==> config.mk <==
export PLATFORM = sky130hd
export DESIGN_NAME = mem_arbiter
export DESIGN_NICKNAME = d
export VERILOG_FILES = /design/src/rtl/mem_arb_pkg.sv /design/src/rtl/arb_rr2.sv /design/src/rtl/mem_arbiter.sv
export SDC_FILE = /design/constraint.sdc
export NUM_CORES = 1
export LEC_CHECK = 0
export CAP_MARGIN = 20
export CORE_MARGIN = 5
export CORE_UTILIZATION = 36
export CTS_CLUSTER_DIAMETER = 200
export DETAILED_ROUTE_END_ITERATION = 6
export GPL_ROUTABILITY_DRIVEN = 0
export PLACE_DENSITY = 0.76
export SLEW_MARGIN = 0
export SYNTH_ARGS = -nofsm -noshare
export SYNTH_HDL_FRONTEND = slang
export SYNTH_SLANG_ARGS = --single-unit
==> constraint.sdc <==
create_clock -name clk -period 1.21 [get_ports clk]
set_input_delay 0.363 -clock clk [delete_from_list [all_inputs] [get_ports clk]]
set_output_delay 0.363 -clock clk [all_outputs]
set_load 0.02 [all_outputs]
==> src/rtl/mem_arb_pkg.sv <==
// Shared types for the Hack data-memory arbiter.
// The arbitration variant is selected by MEM_ARB_FIXED_PRIO_EN (see arb_rr2).
package mem_arb_pkg;

    typedef enum logic [1:0] {
        ARB_IDLE   = 2'd0,
        ARB_ACCESS = 2'd1,
        ARB_DONE   = 2'd2
    } arb_state_t;

    // 0 = port 0 (CPU), 1 = port 1 (debug/loader)
    typedef logic arb_owner_t;

    localparam logic [15:0] MMIO_LED_ADDR = 16'h4000;

endpackage

==> src/rtl/arb_rr2.sv <==
// Combinational two-way grant. Round-robin by default; with MEM_ARB_FIXED_PRIO_EN
// defined, port 0 always wins and the last-owner input disappears.
module arb_rr2
    import mem_arb_pkg::*;
(
    input  logic [1:0] reqs,
`ifndef MEM_ARB_FIXED_PRIO_EN
    input  arb_owner_t last_owner,
`endif
    output logic       grant,
    output arb_owner_t owner
);

    assign grant = |reqs;

`ifdef MEM_ARB_FIXED_PRIO_EN
    assign owner = ~reqs[0];
`else
    always_comb begin
        if (&reqs) begin
            owner = ~last_owner;
        end else begin
            // A lone requester wins regardless of the pointer
            owner = reqs[1];
        end
    end
`endif

endmodule

==> src/rtl/mem_arbiter.sv <==
// Two-port req/ack arbiter in front of the Hack data memory (RAM16K + MMIO LED).
// Define MEM_ARB_FIXED_PRIO_EN for fixed port-0 priority instead of round-robin.
module mem_arbiter
    import mem_arb_pkg::*;
#(
    parameter int RD_LATENCY = 1,
    parameter int ADDR_W     = 16,
    parameter int DATA_W     = 16
) (
    input  logic              clk,
    input  logic              rst_n,
    input  logic              m0_req,
    input  logic              m0_we,
    input  logic [ADDR_W-1:0] m0_addr,
    input  logic [DATA_W-1:0] m0_wdata,
    output logic              m0_ack,
    output logic [DATA_W-1:0] m0_rdata,
    input  logic              m1_req,
    input  logic              m1_we,
    input  logic [ADDR_W-1:0] m1_addr,
    input  logic [DATA_W-1:0] m1_wdata,
    output logic              m1_ack,
    output logic [DATA_W-1:0] m1_rdata,
    output logic [DATA_W-1:0] mem_in,
    output logic [ADDR_W-1:0] mem_address,
    output logic              mem_load,
    input  logic [DATA_W-1:0] mem_out,
    output logic              busy
);

    localparam int CNT_W = $clog2(RD_LATENCY + 1);
    localparam logic [CNT_W-1:0] CNT_LAST = CNT_W'(RD_LATENCY - 1);

    arb_state_t        state;
    arb_owner_t        owner;
    logic              we_q;
    logic [CNT_W-1:0]  cnt;

    logic              grant;
    arb_owner_t        grant_owner;
    logic              sel_we;
    logic [ADDR_W-1:0] sel_addr;
    logic [DATA_W-1:0] sel_wdata;

`ifndef MEM_ARB_FIXED_PRIO_EN
    arb_owner_t        last_owner;
`endif

    arb_rr2 u_arb (
        .reqs       ({m1_req, m0_req}),
`ifndef MEM_ARB_FIXED_PRIO_EN
        .last_owner (last_owner),
`endif
        .grant      (grant),
        .owner      (grant_owner)
    );

    assign sel_we    = grant_owner ? m1_we    : m0_we;
    assign sel_addr  = grant_owner ? m1_addr  : m0_addr;
    assign sel_wdata = grant_owner ? m1_wdata : m0_wdata;
    assign busy      = (state != ARB_IDLE);

    always_ff @(posedge clk) begin
        if (!rst_n) begin
            state       <= ARB_IDLE;
            owner       <= 1'b0;
            we_q        <= 1'b0;
            cnt         <= '0;
            mem_address <= '0;
            mem_in      <= '0;
            mem_load    <= 1'b0;
            m0_ack      <= 1'b0;
            m1_ack      <= 1'b0;
            m0_rdata    <= '0;
            m1_rdata    <= '0;
`ifndef MEM_ARB_FIXED_PRIO_EN
            // "Last granted = port 1" makes port 0 the first choice after reset
            last_owner  <= 1'b1;
`endif
        end else begin
            m0_ack   <= 1'b0;
            m1_ack   <= 1'b0;
            mem_load <= 1'b0;
            case (state)
                ARB_IDLE: begin
                    if (grant) begin
                        owner       <= grant_owner;
                        we_q        <= sel_we;
                        mem_address <= sel_addr;
                        mem_in      <= sel_wdata;
                        mem_load    <= sel_we;
                        cnt         <= '0;
                        state       <= ARB_ACCESS;
`ifndef MEM_ARB_FIXED_PRIO_EN
                        last_owner  <= grant_owner;
`endif
                    end
                end
                ARB_ACCESS: begin
                    if (we_q || cnt == CNT_LAST) begin
                        // Read data is sampled on the edge that ends the last ACCESS cycle
                        if (!we_q) begin
                            if (owner) m1_rdata <= mem_out;
                            else       m0_rdata <= mem_out;
                        end
                        if (owner) m1_ack <= 1'b1;
                        else       m0_ack <= 1'b1;
                        state <= ARB_DONE;
                    end else begin
                        cnt <= cnt + CNT_W'(1);
                    end
                end
                default: begin
                    state <= ARB_IDLE;
                end
            endcase
        end
    end

endmodule

==> results.sh <==
export IMPL_htree_levels=3
export IMPL_synth_edf_count=0
export IMPL_worst_pin_slew_ns=0.465
export IMPL_grt_pass1_vias=3683
export IMPL_initial_core_util=0.368
export IMPL_setup_slack_ns=-0.232
export IMPL_clkTransAtPathRegs_ns=0.08
export IMPL_routedWlPerCell_um=19.6
export IMPL_numPortBuffers=153
export IMPL_critPathMaxStageDelay_ns=0.38
export IMPL_worstPathArrival_ns=1.72
export IMPL_die_h_um=102
export IMPL_die_w_um=102
export IMPL_final_common_cell="nand2_1"
export IMPL_ys_ff_latch=73
export IMPL_syn_inst=340
export IMPL_grt_setup_unrepaired="true"
export IMPL_grt_pass1_wl_um=19100
export IMPL_crit_chain="buf_6 -> nor3b_4 -> nor3b_4 -> buf_6 -> mux2i_4"
export IMPL_maxSlewHeadroom=0.686
export IMPL_hold_path_class="reg2reg"
export IMPL_dp_hpwl_um=6930
export IMPL_antenna_found_initial=0
export IMPL_power_per_cell_area_nw_per_um2=1200
export IMPL_violations="negative setup slack"
export IMPL_cp_num_buf_inv=2
export IMPL_synth_cell_type_count=27
export IMPL_drive_gt1_frac=0.560
export IMPL_yosys_warnings=0
export IMPL_fin_crit_sh=1.19
export IMPL_antenna_left=0
export IMPL_setup_worst_path_class="reg2reg"
export IMPL_synth_fp_nets=426
export IMPL_cp_max_fo=8
export IMPL_grt_max_degree=51
export IMPL_clockBufferDepth=2
export IMPL_startpoint_type="flip-flop"
export IMPL_p_leak_nw=2.67
export IMPL_synth_area_um2=3020
export IMPL_slew_violations=0
export IMPL_clkSinkCount=73
export IMPL_critPathRequiredTime_ns=1.49
export IMPL_area_growth_pct=109
export IMPL_synth_seq_area_share=0.484
export IMPL_fin_crit_ns=1.44
export IMPL_wl_um=13100
export IMPL_peakVddDrop_mv=0.747
export IMPL_cts_inserted_buffers=9
export IMPL_drtPass1Iterations=4
export IMPL_synth_ff_type="dfxtp_1"
export IMPL_cts_tree="yes"
export IMPL_drc=0
export IMPL_finClkSkew_ns=0.00592
export IMPL_pre_cts_slack_ns=-0.795
export IMPL_row_count=33
export IMPL_worst_setup_path_end_kind="flip-flop"
export IMPL_setup_violations=65
export IMPL_worstSkewPairLatency_ns=0.35
export IMPL_ys_async_sr_fraction=0
export IMPL_grt_overflow=0
export IMPL_most_common_layout_cells="nand2_1, clkdlybuf4s50_1, buf_6, dfxtp_2, buf_4"
export IMPL_cp_slowest_cell="dfxtp_2"
export IMPL_fmax_ghz=0.693
export IMPL_io_pins=154
export IMPL_status="complete, but fails checks"
export IMPL_drt_iter0_drc=115
export IMPL_grt_total_usage=0.242
export IMPL_max_cap_violations=0
export IMPL_n_fill_cell=514
export IMPL_num_vias=3453
export IMPL_hold_viol=0
export IMPL_core_area_um2=8220
export IMPL_final_util=0.768
export IMPL_cts_root_buffer_cell="clkbuf_8"
export IMPL_viasPerCell=5.17
export IMPL_syn_avg_cell_area_um2=8.89
export IMPL_die_area_um2=10300
export IMPL_critPathTopFamily="simple AND/OR/NAND/NOR gates"
export IMPL_finalNetCount=644
export IMPL_antennaDiodeCount=0
==> final cells by class <==
type,instances,area [um2],share of cell area
inverter,2,10.0,0.00159
timing repair buffer,236,2590,0.411
clock inverter,7,101,0.0161
tap,105,131,0.0208
sequential,73,1550,0.245
multi-input combinational,236,1800,0.286
clock buffer,9,124,0.0196
==> power by group <==
group	internal, mW	total, mW	switching (mW)
Sequential	2.63	2.78	0.157
Combinational	1.43	2.58	1.15
Clock	1.18	2.22	1.03
==> worst paths after layout <==
check | start | slack (ns) | endpoint | cells past startpoint
worst min register to register | m0_rdata[12]$_SDFFE_PN0P_ | 0.47 | m0_rdata[12]$_SDFFE_PN0P_ | 2
worst max-delay path | state[0]$_SDFFE_PN0P_ | -0.23 | m0_rdata[0]$_SDFFE_PN0P_ | 5
worst min-delay path | m0_rdata[12]$_SDFFE_PN0P_ | 0.47 | m0_rdata[12]$_SDFFE_PN0P_ | 2
worst max register to register | state[0]$_SDFFE_PN0P_ | -0.23 | m0_rdata[0]$_SDFFE_PN0P_ | 5
==> kinds of logic after synthesis <==
logic type	synth area share
buffers and inverters	0.0609
DFF	0.484
and+or+nand+nor	0.183
AOI/OAI and AO/OA	0.164
muxes	0.109
==> stage by stage <==
stage          hold slack [ns]  instances  setup TNS [ns]  total power [mW]  area [um2]
2_1_floorplan            0.447        340          -0.974              3.62        3170
3_3_place_gp             0.444        607          -39.02              4.51        5000
3_5_place_dp             0.447        607          -42.96              4.55        5000
4_1_cts                  0.462        656           -6.47              7.21        5780
5_1_grt                  0.487        668          -12.27              7.87        6310
6_report                 0.468        668           -8.02              7.58        6310
==> timing repair <==
action | 4_1_cts | 5_1_grt
endpoints found under the hold margin | 0 | 0
cloned | 12 | 1
buffers inserted | 22 | 17
hold buffers | 0 | 0
gates resized for setup | 427 | 148
setup endpoints to repair | 138 | 136
pin swaps | 49 | 31
==> routing by layer <==
metal / routed length, um / up-vias / GRT usage
met5: 0 / - / 0
met4: 438 / 0 / 0.100
met3: 995 / 35 / 0.0668
met2: 6640 / 151 / 0.415
met1: 5030 / 1639 / 0.283
li1: - / 1628 / -
==> worst min-delay path: stages, from the launching register on <==
cell	delay [ns]
dfxtp_2	0.33
nand2_1	0.05
mux2i_1	0.05
==> flip-flops by register name (all words and copies together) (netlist names) <==
signal and flops:
m0_ack 1, we_q 1, owner 1, mem_address 16, mem_load 1, m1_rdata 16, m1_ack 1, state 2
last_owner 1, m0_rdata 16, cnt 1, mem_in 16
==> cell usage after synthesis (2+ instances only) <==
cell type	number	area [um2]
nand2_1	115	432
dfxtp_1	73	1460
a21oi_1	35	175
mux2i_1	33	330
a311oi_1	32	280
buf_2	12	60.1
clkbuf_1	9	33.8
buf_4	6	45.0
buf_6	2	22.5
inv_2	2	7.51
nand3_1	2	10.0
nor2b_1	2	12.5
nor3_1	2	10.0
o21ai_0	2	10.0
No activity file was read; power rests on OpenSTA's default activity.
